**src/rtl/gelato_inst_fetch_mo_if.sv**
```systemverilog
// Bundle of the fetch unit's handshakes: scheduler PC channel, I-cache
// request/response, decode output, warp flush and status signals.
interface gelato_inst_fetch_mo_if #(
    parameter int ADDR_W  = 32,
    parameter int INST_W  = 32,
    parameter int WARP_W  = 5,
    parameter int SPLIT_W = 4,
    parameter int DEPTH   = 4,
    parameter int TAG_W   = $clog2(DEPTH),
    parameter int CNT_W   = $clog2(DEPTH + 1)
);
    logic               rdy;
    // scheduler -> fetch
    logic               pc_valid;
    logic               pc_ready;
    logic [ADDR_W-1:0]  pc;
    logic [WARP_W-1:0]  pc_warp;
    logic [SPLIT_W-1:0] pc_split;
    // fetch -> I-cache
    logic               req_valid;
    logic               req_ready;
    logic [ADDR_W-1:0]  req_addr;
    logic [TAG_W-1:0]   req_tag;
    // I-cache -> fetch
    logic               resp_valid;
    logic [TAG_W-1:0]   resp_tag;
    logic [INST_W-1:0]  resp_data;
    // fetch -> decode
    logic               out_valid;
    logic               out_ready;
    logic [ADDR_W-1:0]  out_pc;
    logic [WARP_W-1:0]  out_warp;
    logic [SPLIT_W-1:0] out_split;
    logic [INST_W-1:0]  out_inst;
    // warp squash
    logic               flush_valid;
    logic [WARP_W-1:0]  flush_warp;
    // status
    logic [CNT_W-1:0]   outstanding;
    logic               err_spurious;

    // Fetch unit side.
    modport master (
        input  rdy, pc_valid, pc, pc_warp, pc_split, req_ready,
               resp_valid, resp_tag, resp_data, out_ready, flush_valid, flush_warp,
        output pc_ready, req_valid, req_addr, req_tag, out_valid, out_pc,
               out_warp, out_split, out_inst, outstanding, err_spurious
    );

    // Surrounding pipeline side.
    modport slave (
        output rdy, pc_valid, pc, pc_warp, pc_split, req_ready,
               resp_valid, resp_tag, resp_data, out_ready, flush_valid, flush_warp,
        input  pc_ready, req_valid, req_addr, req_tag, out_valid, out_pc,
               out_warp, out_split, out_inst, outstanding, err_spurious
    );
endinterface

```
**src/rtl/gelato_inst_fetch_mo.sv**
```systemverilog
// Multi-outstanding instruction fetch with an in-order reorder table.
// The slot index doubles as the I-cache tag; responses may return in any
// order and are released to decode strictly from the head slot.
module gelato_inst_fetch_mo #(
    parameter int ADDR_W  = 32,
    parameter int INST_W  = 32,
    parameter int WARP_W  = 5,
    parameter int SPLIT_W = 4,
    parameter int DEPTH   = 4,
    parameter int TAG_W   = $clog2(DEPTH)
) (
    input  logic clk,
    input  logic rst_n,
    gelato_inst_fetch_mo_if.master bus
);
    localparam int CNT_W = $clog2(DEPTH + 1);

    // Per-slot state gathered into vectors/arrays for head/tag indexing.
    logic [DEPTH-1:0]   slot_valid;
    logic [DEPTH-1:0]   slot_done;
    logic [DEPTH-1:0]   slot_killed;
    logic [ADDR_W-1:0]  slot_pc    [DEPTH];
    logic [WARP_W-1:0]  slot_warp  [DEPTH];
    logic [SPLIT_W-1:0] slot_split [DEPTH];
    logic [INST_W-1:0]  slot_inst  [DEPTH];

    logic [TAG_W-1:0]  head_reg;
    logic [TAG_W-1:0]  tail_reg;
    logic              req_valid_reg;
    logic [ADDR_W-1:0] req_addr_reg;
    logic [TAG_W-1:0]  req_tag_reg;
    logic [CNT_W-1:0]  outstanding_reg;
    logic              err_reg;

    logic full;
    logic pc_ready;
    logic alloc;
    logic alloc_killed;
    logic head_valid;
    logic head_done;
    logic head_killed;
    logic out_valid;
    logic retire;
    logic resp_hit;

    // Full, allocate, retire and response-hit decisions from registered state.
    always_comb begin
        full         = &slot_valid;
        pc_ready     = bus.rdy && !full && (!req_valid_reg || bus.req_ready);
        alloc        = bus.pc_valid && pc_ready;
        alloc_killed = bus.flush_valid && (bus.pc_warp == bus.flush_warp);
        head_valid   = slot_valid[head_reg];
        head_done    = slot_done[head_reg];
        head_killed  = slot_killed[head_reg];
        out_valid    = bus.rdy && head_valid && head_done && !head_killed;
        // killed entries drain without a decode handshake
        retire       = bus.rdy && head_valid && head_done && (head_killed || bus.out_ready);
        resp_hit     = bus.resp_valid && slot_valid[bus.resp_tag] && !slot_done[bus.resp_tag];
    end

    genvar gi;
    generate
        for (gi = 0; gi < DEPTH; gi++) begin : g_slot
            logic               valid_reg;
            logic               done_reg;
            logic               killed_reg;
            logic [ADDR_W-1:0]  pc_reg;
            logic [WARP_W-1:0]  warp_reg;
            logic [SPLIT_W-1:0] split_reg;
            logic [INST_W-1:0]  inst_reg;

            logic is_tail;
            logic is_head;
            logic is_resp;
            assign is_tail = (tail_reg == TAG_W'(gi));
            assign is_head = (head_reg == TAG_W'(gi));
            assign is_resp = (bus.resp_tag == TAG_W'(gi));

            // Slot status: allocate at tail, free at head, mark done/killed otherwise.
            always_ff @(posedge clk or negedge rst_n) begin
                if (!rst_n) begin
                    valid_reg  <= 1'b0;
                    done_reg   <= 1'b0;
                    killed_reg <= 1'b0;
                end else if (alloc && is_tail) begin
                    valid_reg  <= 1'b1;
                    done_reg   <= 1'b0;
                    killed_reg <= alloc_killed;
                end else if (retire && is_head) begin
                    valid_reg  <= 1'b0;
                    done_reg   <= 1'b0;
                    killed_reg <= 1'b0;
                end else begin
                    if (resp_hit && is_resp) begin
                        done_reg <= 1'b1;
                    end
                    if (bus.flush_valid && valid_reg && (warp_reg == bus.flush_warp)) begin
                        killed_reg <= 1'b1;
                    end
                end
            end

            // Slot payload: request fields at allocation, instruction on response.
            always_ff @(posedge clk) begin
                if (alloc && is_tail) begin
                    pc_reg    <= bus.pc;
                    warp_reg  <= bus.pc_warp;
                    split_reg <= bus.pc_split;
                end
                if (resp_hit && is_resp) begin
                    inst_reg <= bus.resp_data;
                end
            end

            assign slot_valid[gi]  = valid_reg;
            assign slot_done[gi]   = done_reg;
            assign slot_killed[gi] = killed_reg;
            assign slot_pc[gi]     = pc_reg;
            assign slot_warp[gi]   = warp_reg;
            assign slot_split[gi]  = split_reg;
            assign slot_inst[gi]   = inst_reg;
        end
    endgenerate

    // Pointers, request register, occupancy counter and sticky error flag.
    always_ff @(posedge clk or negedge rst_n) begin
        if (!rst_n) begin
            head_reg        <= '0;
            tail_reg        <= '0;
            req_valid_reg   <= 1'b0;
            req_addr_reg    <= '0;
            req_tag_reg     <= '0;
            outstanding_reg <= '0;
            err_reg         <= 1'b0;
        end else begin
            if (alloc) begin
                tail_reg <= tail_reg + TAG_W'(1);
            end
            if (retire) begin
                head_reg <= head_reg + TAG_W'(1);
            end
            // request holds until the cache takes it; a new fire replaces it
            if (!req_valid_reg || bus.req_ready) begin
                req_valid_reg <= alloc;
                if (alloc) begin
                    req_addr_reg <= bus.pc;
                    req_tag_reg  <= tail_reg;
                end
            end
            outstanding_reg <= outstanding_reg + CNT_W'(alloc) - CNT_W'(retire);
            if (bus.resp_valid && !resp_hit) begin
                err_reg <= 1'b1;
            end
        end
    end

    assign bus.pc_ready     = pc_ready;
    assign bus.req_valid    = req_valid_reg;
    assign bus.req_addr     = req_addr_reg;
    assign bus.req_tag      = req_tag_reg;
    assign bus.out_valid    = out_valid;
    assign bus.out_pc       = slot_pc[head_reg];
    assign bus.out_warp     = slot_warp[head_reg];
    assign bus.out_split    = slot_split[head_reg];
    assign bus.out_inst     = slot_inst[head_reg];
    assign bus.outstanding  = outstanding_reg;
    assign bus.err_spurious = err_reg;
endmodule

```
**src/flat_wrapper.sv**
```systemverilog
// flat-port wrapper written by rule: the top's interface ports become plain ports
module gelato_inst_fetch_mo_flat 
#(
    parameter int ADDR_W  = 32,
    parameter int INST_W  = 32,
    parameter int WARP_W  = 5,
    parameter int SPLIT_W = 4,
    parameter int DEPTH   = 4,
    parameter int TAG_W   = $clog2(DEPTH)
)
  (clk, rst_n, bus_rdy, bus_pc_valid, bus_pc, bus_pc_warp, bus_pc_split, bus_req_ready, bus_resp_valid, bus_resp_tag, bus_resp_data, bus_out_ready, bus_flush_valid, bus_flush_warp, bus_pc_ready, bus_req_valid, bus_req_addr, bus_req_tag, bus_out_valid, bus_out_pc, bus_out_warp, bus_out_split, bus_out_inst, bus_outstanding, bus_err_spurious);
  gelato_inst_fetch_mo_if #(.ADDR_W(ADDR_W), .INST_W(INST_W), .WARP_W(WARP_W), .SPLIT_W(SPLIT_W), .DEPTH(DEPTH), .TAG_W(TAG_W)) bus_i ();
  input  logic clk;
  input  logic rst_n;
  input wire logic [$bits(bus_i.rdy)-1:0] bus_rdy;
  input wire logic [$bits(bus_i.pc_valid)-1:0] bus_pc_valid;
  input wire logic [$bits(bus_i.pc)-1:0] bus_pc;
  input wire logic [$bits(bus_i.pc_warp)-1:0] bus_pc_warp;
  input wire logic [$bits(bus_i.pc_split)-1:0] bus_pc_split;
  input wire logic [$bits(bus_i.req_ready)-1:0] bus_req_ready;
  input wire logic [$bits(bus_i.resp_valid)-1:0] bus_resp_valid;
  input wire logic [$bits(bus_i.resp_tag)-1:0] bus_resp_tag;
  input wire logic [$bits(bus_i.resp_data)-1:0] bus_resp_data;
  input wire logic [$bits(bus_i.out_ready)-1:0] bus_out_ready;
  input wire logic [$bits(bus_i.flush_valid)-1:0] bus_flush_valid;
  input wire logic [$bits(bus_i.flush_warp)-1:0] bus_flush_warp;
  output wire logic [$bits(bus_i.pc_ready)-1:0] bus_pc_ready;
  output wire logic [$bits(bus_i.req_valid)-1:0] bus_req_valid;
  output wire logic [$bits(bus_i.req_addr)-1:0] bus_req_addr;
  output wire logic [$bits(bus_i.req_tag)-1:0] bus_req_tag;
  output wire logic [$bits(bus_i.out_valid)-1:0] bus_out_valid;
  output wire logic [$bits(bus_i.out_pc)-1:0] bus_out_pc;
  output wire logic [$bits(bus_i.out_warp)-1:0] bus_out_warp;
  output wire logic [$bits(bus_i.out_split)-1:0] bus_out_split;
  output wire logic [$bits(bus_i.out_inst)-1:0] bus_out_inst;
  output wire logic [$bits(bus_i.outstanding)-1:0] bus_outstanding;
  output wire logic [$bits(bus_i.err_spurious)-1:0] bus_err_spurious;
  assign bus_i.rdy = bus_rdy;
  assign bus_i.pc_valid = bus_pc_valid;
  assign bus_i.pc = bus_pc;
  assign bus_i.pc_warp = bus_pc_warp;
  assign bus_i.pc_split = bus_pc_split;
  assign bus_i.req_ready = bus_req_ready;
  assign bus_i.resp_valid = bus_resp_valid;
  assign bus_i.resp_tag = bus_resp_tag;
  assign bus_i.resp_data = bus_resp_data;
  assign bus_i.out_ready = bus_out_ready;
  assign bus_i.flush_valid = bus_flush_valid;
  assign bus_i.flush_warp = bus_flush_warp;
  assign bus_pc_ready = bus_i.pc_ready;
  assign bus_req_valid = bus_i.req_valid;
  assign bus_req_addr = bus_i.req_addr;
  assign bus_req_tag = bus_i.req_tag;
  assign bus_out_valid = bus_i.out_valid;
  assign bus_out_pc = bus_i.out_pc;
  assign bus_out_warp = bus_i.out_warp;
  assign bus_out_split = bus_i.out_split;
  assign bus_out_inst = bus_i.out_inst;
  assign bus_outstanding = bus_i.outstanding;
  assign bus_err_spurious = bus_i.err_spurious;
  gelato_inst_fetch_mo #(.ADDR_W(ADDR_W), .INST_W(INST_W), .WARP_W(WARP_W), .SPLIT_W(SPLIT_W), .DEPTH(DEPTH), .TAG_W(TAG_W)) u_core (.clk(clk), .rst_n(rst_n), .bus(bus_i));
endmodule
```
**config.mk**
```make
export PLATFORM = sky130hd
export DESIGN_NAME = gelato_inst_fetch_mo_flat
export DESIGN_NICKNAME = d
export VERILOG_FILES = /design/src/rtl/gelato_inst_fetch_mo_if.sv /design/src/rtl/gelato_inst_fetch_mo.sv /design/src/flat_wrapper.sv
export SDC_FILE = /design/constraint.sdc
export NUM_CORES = 1
export LEC_CHECK = 0
export ABC_CLOCK_PERIOD_IN_PS = 3850
export BUFFER_PORTS_ARGS = -buffer_cell sky130_fd_sc_hd__buf_2
export CAP_MARGIN = 10
export CELL_PAD_IN_SITES_DETAIL_PLACEMENT = 1
export CELL_PAD_IN_SITES_GLOBAL_PLACEMENT = 2
export CORE_MARGIN = 10
export CORE_UTILIZATION = 40
export CTS_BUF_LIST = sky130_fd_sc_hd__clkbuf_2 sky130_fd_sc_hd__clkbuf_4 sky130_fd_sc_hd__clkbuf_8
export CTS_CLUSTER_DIAMETER = 120
export DETAILED_ROUTE_END_ITERATION = 12
export PLACE_DENSITY = 0.76
export SYNTH_ARGS = -nofsm -noshare
export SYNTH_HDL_FRONTEND = slang
export SYNTH_SLANG_ARGS = --single-unit
```
**constraint.sdc**
```tcl
create_clock -name clk -period 3.85 [get_ports clk]
set_input_delay 0.1925 -clock clk [delete_from_list [all_inputs] [get_ports clk]]
set_output_delay 0.1925 -clock clk [all_outputs]
set_load 0.005 [all_outputs]
```
# Word-level counts from Yosys, hierarchy flattened
# Index checks and enable logic that the tools add are counted.
# op_classes
addsub	4
multipliers	0
div_mod_pow	0
order_cmp	3
n_eq_ne	14
shifts	0
muxes	54
bitwise_logic	1
n_reduce_logical	55
# ops
operator	n
$bmux W32 S2	2
$mux W32	4
$mux W1	37
$logic_and A1 B1 Y1	31
$eq A5 B5 Y1	5
$reduce_bool A3 Y1	8
$eq A2 B2 Y1 const B	6
$bmux W1 S2	5
$bmux W5 S2	1
$mux W5	2
$bmux W4 S2	1
$mux W4	2
$reduce_bool A2 Y1	4
$eq A2 B1 Y1 const B	3
$logic_not A2 Y1	3
$lt A2 B3 Y1 const B	2
$logic_not A1 Y1	5
$add A2 B1 Y2 const B	2
$reduce_and A4 Y1	1
$add A3 B1 Y3	1
$ge A3 B3 Y1 const B	1
$not A2 Y3	1
$sub A3 B1 Y3	1
$logic_or A1 B1 Y1	2
$reduce_and A2 Y1	1
# word_totals
regBits	347
latchBits	0
mem_bits_rw	0
rom_bits	0
in_bits	88
out_inout_bits	114
word_cells	166
mem_count	0

# Logic depth before layout (Yosys ltp)
# logic_depth
ltp_word	8
ltp_mapped	10
ltp_nobuf	10

# Worst setup path before layout
# OpenSTA, ideal clock, no wires.
# synth_path
kind	flip-flop to flip-flop
from	reg u_core.g_slot[2].done_reg
to	reg u_core.g_slot[2].inst_reg[0] (enable)
setup_ps	505
t_arrival_ps	3655
path_slack_ps	-310
path_stages_with_launch	2
path_buffers	0
synth_period_minus_slack_ps	4160
cell_sequence	dfrtp_1 > nor4_1
# synth_via
elab_chain_cells	5
# synth_lines
item	line_no	text
start, declared	gelato_inst_fetch_mo.sv:65	logic done_reg;
start signal, assigned	gelato_inst_fetch_mo.sv:83	done_reg <= 1'b0;
start signal, assigned	gelato_inst_fetch_mo.sv:87	done_reg <= 1'b0;
start signal, assigned	gelato_inst_fetch_mo.sv:91	done_reg <= 1'b0;
$bmux W1 S2	gelato_inst_fetch_mo.sv:58	resp_hit = bus.resp_valid && slot_valid[bus.resp_tag] && !slot_done[bus.resp_tag];
$mux W1 (not written as such)	gelato_inst_fetch_mo.sv:58	
$logic_not A1 Y1	gelato_inst_fetch_mo.sv:58	
$logic_and A1 B1 Y1	gelato_inst_fetch_mo.sv:58	
$logic_and A1 B1 Y1	gelato_inst_fetch_mo.sv:110	if (resp_hit && is_resp) begin
end signal, assigned	gelato_inst_fetch_mo.sv:111	inst_reg <= bus.resp_data;
end, declared	gelato_inst_fetch_mo.sv:70	logic [INST_W-1:0] inst_reg;
# Every way passes these cells. The select of a mux whose other input is x is not followed.
# A chain may end at the register's enable or synchronous reset.

# Final worst setup path
# layout_path
from	reg u_core.head_reg[0]
to	out bus_out_pc[18]
# layout_via
elab_chain_cells	4
# layout_lines
item	line_no	text
start, declared	gelato_inst_fetch_mo.sv:27	logic [TAG_W-1:0] head_reg;
start signal, assigned	gelato_inst_fetch_mo.sv:140	head_reg <= head_reg + TAG_W'(1);
$not A2 Y3 (not written as such)	gelato_inst_fetch_mo.sv:162	assign bus.out_pc = slot_pc[head_reg];
$bmux W32 S2	gelato_inst_fetch_mo.sv:162	
$mux W32 (not written as such) (2 in series)	gelato_inst_fetch_mo.sv:162	
end, declared	flat_wrapper.sv:32	output wire logic [$bits(bus_i.out_pc)-1:0] bus_out_pc;
# Every way passes these cells. The select of a mux whose other input is x is not followed.

==> impl_metrics.ini <==
[outcome]
status = completed

[hold_path]
holdCritPathClass = in2reg
min_delay_path_depth = 3
hp-start = bus_resp_tag[1]
hold_path_end = u_core.g_slot[3].done_reg

[sta]
slew_headroom = 0.2879
tightest_slew_ps = 1068
slew_viol_final = 0
tns_ps = 0
layout_min_cycle_time_ps = 3434
holdWs_ps = 42.87
finalSetupViolCount = 0
rsz0062_at_grt = false
fin_crit_sh = 0.8918
finalHoldViolCount = 0
clock_skew_ps = 18.76
fmax_ghz = 0.2912

[setup_path]
start_kind = flip-flop
r2r_end = u_core.bus.outstanding[2]
arrival_ps = 3240
path_buf_inv = 3
crit_top_cell = buf_4
rrSetupSlack_ps = 1050
cp_data_required_time_ps = 3660
crit_path_max_incr_delay_ps = 800
crit_slowest_cell = buf_4
ff2ff_path_depth = 10
cp_max_fo = 41
end_kind = output pin
reg2reg_from = u_core.head_reg[0]
crit_chain = buf_4, buf_4, mux4_2, buf_2
critPathKind = reg2out
critPathTopFamily = buffers and inverters

[logic_synthesis]
synth_top_area_frac = 0.6605
seq_area_frac_synth = 0.7642
yosysUniqueCellTypes = 38
yosysTopAreaCell = edfxtp_1
syn_area_um2 = 13280
ys.warnings.count = 0
syn_inst = 612
syn_nets = 711
avgSynthCellArea_um2 = 21.69
synth_seq_cells = 347
synth_area_leaders = edfxtp_1 (66%), mux4_2 (13%), dfrtp_1 (10%)

[global_route]
grt_max_degree = 69
grt_pass1_vias = 8302
overflow = 0
grt_pass1_wl_mm = 48.98
grt_antenna_before_repair = 1
grt_use_total = 0.1542

[floorplan]
die_h_um = 202.2
core_area_um2 = 32620
start_util = 0.4070
dieWidth_um = 202.2
die_area_um2 = 40870
placementRows = 66
io_pins = 202

[pwr]
ir_worst_vdd_mv = 0.3429
p_leak_nw = 6.119
p_per_area_nw_per_um2 = 667.5

[clock_tree]
cts_buffers = 55
cts_setup_buffers = 0
cts_buffer_depth = 3
numClockSinks = 347
clk_latency_ps = 590
cts_tree = yes
root_buffer = clkbuf_8
clkSlewWorstSetupHoldPaths_ps = 60
h-tree-depth = 2

[detailed_routing]
wl_met1_mm = 13.08
routed_via_density = 4.990
drc = 0
routed.top_layer = met4
vias = 7106
drt_iter0_markers = 329
dr_wl_met2_mm = 15.08
wl_mm = 31.35
drtPass1Iterations = 6
dr_wl_met3_mm = 2.725
post_drt_wl_per_cell_um = 22.02
drtAntennaViolNets = 0

[final_layout]
fin_util = 0.5152
drive_above_1_share = 0.4367
nNetsFinal = 1035
syn_to_final_growth_pct = 26.60
fillers = 3033

[placed_design]
gp_congestion = 0.7769
dp_hpwl_mm = 19.98
portBuffers = 201

[run]
maxCapViolations = 0
-- cells in the mapped netlist, drive strengths merged --
cell type    n
ha          10
or2          1
a2111oi      3
and4bb       4
o21ba        1
inv         20
nand2       10
nand2b       3
nand3b       1
o21ai        3
fa           1
a222oi       3
dfrtp       55
xor2         8
and2         5
nor4         3
edfxtp     292
clkbuf       9
nor3         6
a31o         1
mux2        35
o31ai        4
nor3b        4
a41oi        5
o21bai       4
nand4        4
nor2         5
buf         16
and3b        1
xnor2       12
mux4        75
nor2b        7
and4         1
-- through the flow --
stage | power (W) | cell area [um^2] | instances | worst slack [ps]
after global routing | 0.01191 | 16800 | 1422 | 105.5
final | 0.01122 | 16810 | 1424 | 416.5
after detailed placement | 0.008188 | 14930 | 1245 | 908.0
after CTS | 0.01143 | 16800 | 1422 | 241.4
after floorplan | 0.006770 | 13280 | 612 | 580.3
after global placement | 0.008133 | 14930 | 1245 | 913.4
-- worst max path at each step --
stage                              startpoint                            to  slack, ps  cells past startpoint
finish                     u_core.head_reg[0]                bus_out_pc[18]        420                      4
global route               u_core.head_reg[0]                 bus_out_pc[3]        110                      4
CTS                        u_core.head_reg[0]              bus_out_split[3]        240                      4
detailed placement         u_core.head_reg[0]                bus_out_pc[18]        910                      4
global placement           u_core.head_reg[0]              bus_out_split[3]        910                      4
floorplan           u_core.g_slot[0].done_reg  u_core.g_slot[0].inst_reg[0]        580                      2
-- kinds of logic (layout without fill, tap and decap cells) --
logic type | Yosys count | count (layout) | share of synthesized area
AO/OA/AOI/OAI | 24 | 24 | 0.01461
AND/OR/NAND/NOR | 55 | 55 | 0.02630
flip-flops | 347 | 347 | 0.7642
adder cells (fa/ha/maj) | 11 | 11 | 0.01093
other | 0 | 2 | 0
XOR/XNOR | 20 | 20 | 0.01320
multiplexers | 110 | 110 | 0.1569
buffers and inverters | 45 | 413 | 0.01385
-- timing repair --
item | CTS | global route
hold endpoints to repair | 350 | 0
hold buffers | 76 | 0
gates resized for setup | 0 | 0
setup endpoints to repair | 0 | 0
-- metal layers --
metal	track usage	vias to the layer above
met2	0.2541	238
met4	0.03997	0
met5	0	-
met1	0.1870	3682
met3	0.05917	40
li1	-	3146
-- power by group --
group | internal, W | switching, W
combinational | 0.00162 | 0.00158
sequential | 0.00463 | 0.000263
clock | 0.00173 | 0.00140
-- area by class of cell --
class	instances	area, um^2	area share
Multi-Input combinational cell	220	2992	0.1780
Sequential cell	347	10150	0.6041
Timing Repair Buffer	292	1917	0.1141
Clock inverter	31	217.7	0.01295
Clock buffer	70	894.6	0.05323
Tap cell	442	553.0	0.03291
Antenna cell	2	5.005	0.0002978
Inverter	20	75.07	0.004467
-- layout by cell type, fill, tap and decap left out, types with 4 or more instances in the layout --
cell | synthesis | final
xnor2_1 | 12 | 12
and4bb_1 | 4 | 4
ha_1 | 10 | 10
xor2_1 | 8 | 8
nand4_1 | 4 | 4
nand2_1 | 10 | 10
buf_2 | 12 | 201
dlygate4sd3_1 | 0 | 76
o21bai_1 | 4 | 4
and2_2 | 0 | 4
o31ai_1 | 4 | 4
dfrtp_1 | 55 | 53
buf_4 | 0 | 12
clkbuf_4 | 0 | 11
clkinv_1 | 0 | 15
mux2_2 | 34 | 34
edfxtp_1 | 292 | 292
nor2b_1 | 7 | 7
a41oi_1 | 5 | 5
clkbuf_8 | 0 | 59
inv_1 | 19 | 19
mux4_2 | 75 | 75
nor3_1 | 6 | 4
clkinv_2 | 0 | 11
-- worst reg2reg max path: stages (launching register included) --
cell and delay (ps):
dfrtp_4 490, inv_2 120, mux4_2 600, nor3b_4 290, ha_1 270, inv_1 60, ha_1 130, inv_1 50
fa_1 400, xnor2_1 180, xnor2_1 130
No activity file was read; power rests on OpenSTA's default activity.
